<file path="src/rtl/imem_loader_pkg.sv">
// imem_loader_pkg: shared definitions for the boot-time instruction loader.
//   state_e        loader FSM states (also exported on the debug port)
//   LEN_BYTES      bytes of the little-endian word-count header
//   BYTES_PER_WORD bytes packed into one instruction word
//   exceeds_depth  true when a declared word count will not fit in memory
package imem_loader_pkg;

  localparam int LEN_BYTES      = 2;
  localparam int BYTES_PER_WORD = 4;

  typedef enum logic [2:0] {
    LEN_LO = 3'd0,
    LEN_HI = 3'd1,
    DATA   = 3'd2,
    WRITE  = 3'd3,
    DONE   = 3'd4
  } state_e;

  // 17-bit compare so a depth of 2^16 words is still representable.
  function automatic logic exceeds_depth(input logic [15:0] n, input int aw);
    return {1'b0, n} > (17'd1 << aw);
  endfunction

endpackage

</file>
<file path="src/rtl/word_assembler.sv">
// word_assembler: packs bytes into a 32-bit little-endian word.
//   clk, rst          clock, async active-high reset
//   data_i            incoming byte
//   accept_i          byte is transferred this cycle
//   clear_i           restart at byte 0 (takes priority over accept_i)
//   word_o            assembled word (registered)
//   word_complete_o   the byte accepted this cycle completes a word
module word_assembler
  import imem_loader_pkg::*;
(
  input  logic        clk,
  input  logic        rst,
  input  logic [7:0]  data_i,
  input  logic        accept_i,
  input  logic        clear_i,
  output logic [31:0] word_o,
  output logic        word_complete_o
);

  localparam int IDX_W = $clog2(BYTES_PER_WORD);

  logic [IDX_W-1:0] idx_q, idx_d;
  logic [31:0]      word_q, word_d;

  always_comb begin
    idx_d  = idx_q;
    word_d = word_q;
    if (clear_i) begin
      idx_d = '0;
    end else if (accept_i) begin
      // Byte lane selected by the index: first byte lands in bits [7:0].
      word_d[idx_q*8 +: 8] = data_i;
      idx_d                = idx_q + 1'b1;
    end
  end

  always_ff @(posedge clk or posedge rst) begin
    if (rst) begin
      idx_q  <= '0;
      word_q <= '0;
    end else begin
      idx_q  <= idx_d;
      word_q <= word_d;
    end
  end

  assign word_o          = word_q;
  assign word_complete_o = accept_i && !clear_i && (idx_q == IDX_W'(BYTES_PER_WORD - 1));

endmodule

</file>
<file path="src/rtl/imem_loader.sv">
// imem_loader: boot-time program loader. Receives "N (16-bit LE), then N
// 32-bit LE words" as a byte stream and writes the words to instruction
// memory, holding the core in reset until the load completes.
//   clk, rst        clock, async active-high reset
//   start           one-cycle pulse, re-arms a load (only honoured in DONE)
//   in_valid/in_data/in_ready   byte stream input
//   imem_we/imem_addr/imem_wdata instruction-memory write port
//   core_hold       high while the core must stay in reset
//   done            load finished
//   err             declared length exceeded memory depth
//   words_loaded    words received in the current load
//   state_dbg       current FSM state, for observation only
//
// Handshake: a byte transfers at a rising edge where in_valid && in_ready.
// in_ready depends only on registered state, never on in_valid; the source
// must hold in_valid/in_data stable until the transfer happens.
module imem_loader
  import imem_loader_pkg::*;
#(
  parameter int ADDR_WIDTH = 10
) (
  input  logic                  clk,
  input  logic                  rst,
  input  logic                  start,
  input  logic                  in_valid,
  input  logic [7:0]            in_data,
  output logic                  in_ready,
  output logic                  imem_we,
  output logic [ADDR_WIDTH-1:0] imem_addr,
  output logic [31:0]           imem_wdata,
  output logic                  core_hold,
  output logic                  done,
  output logic                  err,
  output logic [15:0]           words_loaded,
  output state_e                state_dbg
);

  localparam logic [16:0] DEPTH = 17'd1 << ADDR_WIDTH;

  state_e      state_q, state_d;
  logic [7:0]  len_lo_q, len_lo_d;
  logic [15:0] len_q, len_d;
  logic [15:0] words_q, words_d;
  logic        err_q, err_d;

  logic        accept;
  logic        asm_accept;
  logic        asm_clear;
  logic        word_complete;
  logic [15:0] len_in;

  assign accept     = in_valid && in_ready;
  assign asm_accept = accept && (state_q == DATA);
  assign asm_clear  = (state_q == DONE) && start;
  assign len_in     = {in_data, len_lo_q};

  word_assembler u_asm (
    .clk             (clk),
    .rst             (rst),
    .data_i          (in_data),
    .accept_i        (asm_accept),
    .clear_i         (asm_clear),
    .word_o          (imem_wdata),
    .word_complete_o (word_complete)
  );

  always_comb begin
    state_d  = state_q;
    len_lo_d = len_lo_q;
    len_d    = len_q;
    words_d  = words_q;
    err_d    = err_q;
    case (state_q)
      LEN_LO: begin
        if (accept) begin
          len_lo_d = in_data;
          state_d  = LEN_HI;
        end
      end
      LEN_HI: begin
        if (accept) begin
          len_d   = len_in;
          state_d = (len_in == 16'd0) ? DONE : DATA;
          if (exceeds_depth(len_in, ADDR_WIDTH)) err_d = 1'b1;
        end
      end
      DATA: begin
        if (word_complete) state_d = WRITE;
      end
      WRITE: begin
        words_d = words_q + 16'd1;
        state_d = (words_q + 16'd1 == len_q) ? DONE : DATA;
      end
      DONE: begin
        if (start) begin
          state_d = LEN_LO;
          words_d = '0;
          err_d   = 1'b0;
        end
      end
      default: state_d = LEN_LO;
    endcase
  end

  always_ff @(posedge clk or posedge rst) begin
    if (rst) begin
      state_q  <= LEN_LO;
      len_lo_q <= '0;
      len_q    <= '0;
      words_q  <= '0;
      err_q    <= 1'b0;
    end else begin
      state_q  <= state_d;
      len_lo_q <= len_lo_d;
      len_q    <= len_d;
      words_q  <= words_d;
      err_q    <= err_d;
    end
  end

  // Outputs are pure decodes of registers. Words past the memory depth still
  // go through WRITE (to keep the stream consumed) but with the strobe low.
  assign in_ready     = (state_q == LEN_LO) || (state_q == LEN_HI) || (state_q == DATA);
  assign imem_we      = (state_q == WRITE) && ({1'b0, words_q} < DEPTH);
  assign imem_addr    = words_q[ADDR_WIDTH-1:0];
  assign core_hold    = (state_q != DONE);
  assign done         = (state_q == DONE);
  assign err          = err_q;
  assign words_loaded = words_q;
  assign state_dbg    = state_q;

endmodule

</file>
<file path="config.mk">
export PLATFORM = sky130hd
export DESIGN_NAME = imem_loader
export DESIGN_NICKNAME = d
export VERILOG_FILES = /design/src/rtl/imem_loader_pkg.sv /design/src/rtl/word_assembler.sv /design/src/rtl/imem_loader.sv
export SDC_FILE = /design/constraint.sdc
export NUM_CORES = 1
export LEC_CHECK = 0
export BUFFER_PORTS_ARGS = -buffer_cell sky130_fd_sc_hd__buf_2
export CORE_MARGIN = 1
export CORE_UTILIZATION = 55
export CTS_CLUSTER_DIAMETER = 200
export DETAILED_ROUTE_END_ITERATION = 8
export HOLD_SLACK_MARGIN = 0.1
export PLACE_DENSITY_LB_ADDON = 0.15
export SLEW_MARGIN = 20
export SYNTH_ARGS = -nofsm -noshare
export SYNTH_HDL_FRONTEND = slang
export SYNTH_SLANG_ARGS = --single-unit
export TNS_END_PERCENT = 10
</file>
<file path="constraint.sdc">
create_clock -name clk -period 3.75 [get_ports clk]
set_input_delay 1.125 -clock clk [delete_from_list [all_inputs] [get_ports clk]]
set_output_delay 1.125 -clock clk [all_outputs]
set_load 0.01 [all_outputs]
</file>
==> results.cfg, run 1 <==
[power]
pwr_density_cell_nw_per_um2 = 664
vdd_ir_max_mv = 0.372
p_leak_nw = 2.20

[cts]
cts-htree-levels = 3
cts.path.max_buffers = 2
cts_hold_repair_buffers = 0
cts_inserted_buffers = 9
clock_transition_time_at_the_flip_flop_clock_pins_of_the_worst_setup_and_hold_paths_ns = 0.09
cts_root_buf = sky130_fd_sc_hd__clkbuf_8
tritoncts = built
cts_resized = 0
cts_setup_buffers = 0
clock_latency_ns = 0.36
numClockSinks = 78

[global_routing]
grt_max_degree = 30
wire_length_of_the_first_global_routing_pass_microns = 15800
grt_antenna_before_repair = 0
grtUsageTotal_pct = 27.3
vias_in_the_first_global_route = 3112
congestion_overflow_gr = 0

[floorplanning]
placementRows = 30
die-width_microns = 87.9
die_area_sq_um = 7730
boundaryPins = 78
die_h_microns = 87.9
design.core.area_sq_um = 6980
starting_density_of_the_core_pct = 58.2

[timing]
grt_setup_unrepaired = false
slew_headroom_pct = 31.1
timing.final.crit_share_pct = 80.7
hold_viol_final = 0
clock.fmax_mhz = 331
finalHoldWorstSlack_ns = 0.481
worst_slew_pin_slew_ns = 1.03
final_critical_path_required_period_ns = 3.03
totalNegativeSetupSlack_ns = 0
timing.clock.skew_ns = 0.0121
timing.final.max_slew_violations = 0
final_setup_violation_count = 0

[critical_path]
critical_path.endpoint_type = primary output
r2r.worst_path.cells = 6
criticalPathCategory = reg -> out
critical_path_required_ns = 2.62
timing.critical_path.from_type = flop
cp_max_fo = 20
cp_data_arrival_time_ns = 1.90

[synth]
dominant_combinational_cell_family_by_area_after_synthesis = simple AND/OR/NAND/NOR gates
synthDominantAreaCellType = sky130_fd_sc_hd__dfrtp_1
post_synth_instance_area_sq_um = 4060
post-synth-top-count-cell = sky130_fd_sc_hd__nand2_1
post_synth_mux_area_share_pct = 6.62
synth.ff_latch_count = 78
synth-async-reset-ratio_pct = 100
synth-seq-area-share_pct = 48.0
ys_dominant_reg_cell = sky130_fd_sc_hd__dfrtp_1
synth_compound_area_share_pct = 14.7
synth_area_in_simple_gates_pct = 20.0
syn-mean-instance-area_sq_um = 9.43
mappedNetlistNets = 449
syn_inst = 431
post_synth_xor_area_fraction_pct = 3.45
synth.lib_cells_used.distinct = 53
synth_top_cells_by_area = sky130_fd_sc_hd__dfrtp_1 (48%), sky130_fd_sc_hd__nand2_1 (8.6%), sky130_fd_sc_hd__o21ai_0 (7.6%)
yosys.area_share.adder_pct = 1.85
synth_warnings = 0
synth-edff-count = 0
netlist_top_cells_count = sky130_fd_sc_hd__nand2_1 (93), sky130_fd_sc_hd__dfrtp_1 (78), sky130_fd_sc_hd__o21ai_0 (62)
synth_top_area_share_pct = 48.0

[cells_and_area]
area_delta_synth_final_pct = 13.9
num-fill-cells = 598
layout.nets = 512
num_antenna_cells = 0
drive_above_1_share_pct = 27.5

[worst_hold_path]
hold_path.class = reg -> reg
hold_depth = 2

[route]
ant_nets = 0
first_iter_violations = 246
detailedRoute.firstPassIterationCount = 5
detailroute.via_count = 3372
routed_via_density = 5.67
route.met3.wl_microns = 468
wl_microns = 9590
drt-met1-wl_microns = 4620
route.met2.wl_microns = 4370
highest-signal-layer = met4
post_drt_wl_per_cell_microns = 16.1
drc = 0

[placed_design]
dp.final_hpwl_microns = 6750
place_congestion = 0.890
port_buffers = 77

[flow_run]
max_cap_violations = 0

[status]
status = completed
layer usage:
metal | track usage [%] | vias to the layer above
met3 | 5.18 | 15
met4 | 8.49 | 0
met1 | 41.0 | 1610
met2 | 40.0 | 111
met5 | 0 | -
li1 | - | 1636
sequential cells by signal, summed over array words and instances, names as in the netlist:
| register | flops |
|---|---|
| state_dbg | 3 |
| err | 1 |
| len_lo_q | 8 |
| len_q | 16 |
| u_asm.word_o | 32 |
| words_loaded | 16 |
| u_asm.idx_q | 2 |
final cells by class:
cell class	count	area (sq um)	share of cell area, %
Sequential cell	78	1950	42.2
Multi-Input combinational cell	314	1890	40.9
Timing Repair Buffer	83	430	9.30
Clock buffer	9	124	2.68
Tap cell	96	120	2.60
Clock inverter	7	78.8	1.70
Inverter	8	30.0	0.649
final timing paths:
path,to,startpoint,slack (ns)
max in group asynchronous,len_q[3],rst,2.21
hold reg to reg,u_asm.word_o[22],u_asm.word_o[22],0.48
setup reg to reg,state_dbg[1],words_loaded[0],1.22
hold / removal,u_asm.word_o[22],u_asm.word_o[22],0.48
setup / recovery,imem_we,state_dbg[1],0.72
min in group asynchronous,u_asm.word_o[2],rst,0.83
kinds of logic after synthesis:
logic type / Yosys count
multiplexers: 24
buffers and inverters: 39
adder cells (fa/ha/maj): 6
AO/OA/AOI/OAI: 102
flip-flops: 78
XOR/XNOR: 16
AND/OR/NAND/NOR: 166
through the flow:
stage | instance area (sq um) | cells | total power [W] | worst slack (ns) | utilization (%)
finish | 4630 | 595 | 0.00307 | 0.724 | 66.3
global route | 4630 | 595 | 0.00330 | 0.563 | 66.3
CTS | 4630 | 595 | 0.00308 | 0.729 | 66.3
detailed placement | 4420 | 579 | 0.00243 | 1.01 | 63.4
global placement | 4420 | 579 | 0.00240 | 1.12 | 63.4
floorplan | 4060 | 431 | 0.00207 | 0.630 | -
worst max-delay path, stage by stage, from the launching register on:
cell and delay [ns]:
sky130_fd_sc_hd__dfrtp_1 0.51, sky130_fd_sc_hd__inv_1 0.11, sky130_fd_sc_hd__nor2_1 0.20, sky130_fd_sc_hd__nand2_1 0.08, sky130_fd_sc_hd__buf_4 0.22, sky130_fd_sc_hd__nor4_1 0.24
sky130_fd_sc_hd__buf_2 0.17
power by group:
group          internal (W)  switching, W
clock network      0.000314      0.000342
registers           0.00106      0.000261
logic              0.000444      0.000653
placed cells by master (no fill, tap or decap), drive strengths merged, types with 2 or more instances in the layout:
cell and n:
mux2 23, inv 11, or4 2, nand3 8, dfrtp 78, nor3b 6, xor2 4, a31oi 6
xnor2 12, o41ai 2, a21o 2, ha 6, o22ai 3, o21ai 62, nor4 5, nor2 18
and3 5, clkbuf 9, clkinvlp 3, or3 4, and2 2, a21boi 2, a21oi 9, o31ai 7
o211ai 2, buf 83, and4 4, nor3 6, nand2b 2, nand4 5, nor2b 3, nand2 93
No activity file was read; power rests on OpenSTA's default activity.
==> run 2, diff against run 1 <==
==> constraint.sdc (replaced) <==
create_clock -name clk -period 2.8 [get_ports clk]
set_input_delay 0.84 -clock clk [delete_from_list [all_inputs] [get_ports clk]]
set_output_delay 0.84 -clock clk [all_outputs]
set_load 0.01 [all_outputs]
==> run 2 against run 1 <==
  * Cell area grew 0.73%
  * Worst setup slack lost 0.47 ns
  * Sequential cell count is the same
  * Sequential power grew 31%
  * Cell count grew 0.84%
  * Clock-buffer cell count grew 2
==> results.cfg, run 2 (synthesis results as in run 1) <==
[worst_hold_path]
hold_path.class = reg -> reg

[timing]
final_setup_violation_count = 0
slew_headroom_pct = 55.8
grt_setup_unrepaired = false
totalNegativeSetupSlack_ns = 0
clock.fmax_mhz = 392
timing.final.crit_share_pct = 91.0
final_critical_path_required_period_ns = 2.55
hold_viol_final = 0
timing.clock.skew_ns = 0.0120
worst_slew_pin_slew_ns = 0.657
timing.final.max_slew_violations = 0

[route]
drc = 0
detailedRoute.firstPassIterationCount = 5
ant_nets = 0
first_iter_violations = 185
wl_microns = 9630
post_drt_wl_per_cell_microns = 16.1
detailroute.via_count = 3365
routed_via_density = 5.61

[cells_and_area]
multi_input_comb_area_sq_um = 1890
num_antenna_cells = 0
area_delta_synth_final_pct = 14.7
layout_common_cells = sky130_fd_sc_hd__nand2_1 (93), sky130_fd_sc_hd__dfrtp_1 (78), sky130_fd_sc_hd__buf_2 (77)
final_common_cell = sky130_fd_sc_hd__nand2_1
largest_reg_flops = 32
layout.nets = 517
sequential_cell_area_sq_um = 1950
num-fill-cells = 591
drive_above_1_share_pct = 28.0
final_core_utilization_pct = 66.8

[global_routing]
wire_length_of_the_first_global_routing_pass_microns = 15500
grtUsageTotal_pct = 26.8
global_route.peak_usage_layer = met2
vias_in_the_first_global_route = 3021
grt_use_met3_pct = 5.56
fraction_of_met1_tracks_used_by_global_routing_pct = 39.3
grt_max_degree = 54
grt_antenna_before_repair = 0
gr-usage-met2_pct = 39.5
congestion_overflow_gr = 0

[floorplanning]
starting_density_of_the_core_pct = 58.2
boundaryPins = 78
die_area_sq_um = 7730
design.core.area_sq_um = 6980
placementRows = 30
die_h_microns = 87.9
die-width_microns = 87.9

[critical_path]
cp_data_arrival_time_ns = 1.71
cp_max_fo = 8
critical_path.endpoint_type = primary output
critical_path_required_ns = 1.96
criticalPathCategory = reg -> out
timing.critical_path.from_type = flop

[status]
status = completed

[cts]
numClockSinks = 78
cts-htree-levels = 3
cts_setup_buffers = 0
cts_hold_repair_buffers = 0
clock_latency_ns = 0.35
tritoncts = built
cts.path.max_buffers = 2
clock_transition_time_at_the_flip_flop_clock_pins_of_the_worst_setup_and_hold_paths_ns = 0.08
cts_root_buf = sky130_fd_sc_hd__clkbuf_8
cts_inserted_buffers = 9
cts_resized = 0

[placed_design]
dp.final_hpwl_microns = 6910
port_buffers = 77
place_congestion = 0.863

[power]
pwr_density_cell_nw_per_um2 = 881
vdd_ir_max_mv = 0.472
p_leak_nw = 2.22

[flow_run]
max_cap_violations = 0
[run 2: path summary, 6_finish.rpt]
path | start | endpoint | slack (ns) | cells past startpoint
hold reg to reg | u_asm.word_o[18] | u_asm.word_o[18] | 0.48 | 2
hold / removal | u_asm.word_o[18] | u_asm.word_o[18] | 0.48 | 2
setup / recovery | state_dbg[1] | imem_we | 0.25 | 5
min in group asynchronous | rst | u_asm.word_o[6] | 0.53 | 2
max in group asynchronous | rst | len_q[9] | 1.60 | 3
setup reg to reg | words_loaded[1] | state_dbg[1] | 0.41 | 6
[run 2: worst max-delay path, cell delays in order, from the launching register on]
cell,delay (ns)
sky130_fd_sc_hd__dfrtp_1,0.51
sky130_fd_sc_hd__inv_1,0.11
sky130_fd_sc_hd__nor2_1,0.20
sky130_fd_sc_hd__nand2_1,0.15
sky130_fd_sc_hd__nor4_1,0.23
sky130_fd_sc_hd__buf_2,0.17
[run 2: per-stage QoR]
stage	total power (W)	area [sq um]	setup slack [ns]	hold WS, ns	std cells
3_3_place_gp	0.00328	4480	0.459	0.456	584
6_report	0.00410	4660	0.251	0.477	600
2_1_floorplan	0.00277	4070	0.377	0.468	431
4_1_cts	0.00413	4660	0.221	0.484	600
3_5_place_dp	0.00334	4480	0.398	0.465	584
5_1_grt	0.00441	4660	0.0638	0.503	600
[run 2: layout make-up]
cell class	instances	share of cell area, %
inverter	8	0.725
sequential	78	41.9
timing repair buffer	88	10.3
clock buffer	11	3.03
tap	96	2.58
clock inverter	5	0.886
multi-input combinational	314	40.6
[run 2: where the power goes]
group	total [W]	leakage (nW)	switching (W)	internal, W
combinational	0.00159	1.08	0.000935	0.000653
sequential	0.00173	1.05	0.000310	0.00142
clock	0.000791	0.0866	0.000437	0.000354
[run 2: per-layer routing]
| layer | wire, microns | part of all wire, % |
|---|---|---|
| met5 | 0 | 0 |
| met4 | 131 | 1.4 |
| met3 | 493 | 5.1 |
| met2 | 4370 | 45 |
| met1 | 4630 | 48 |
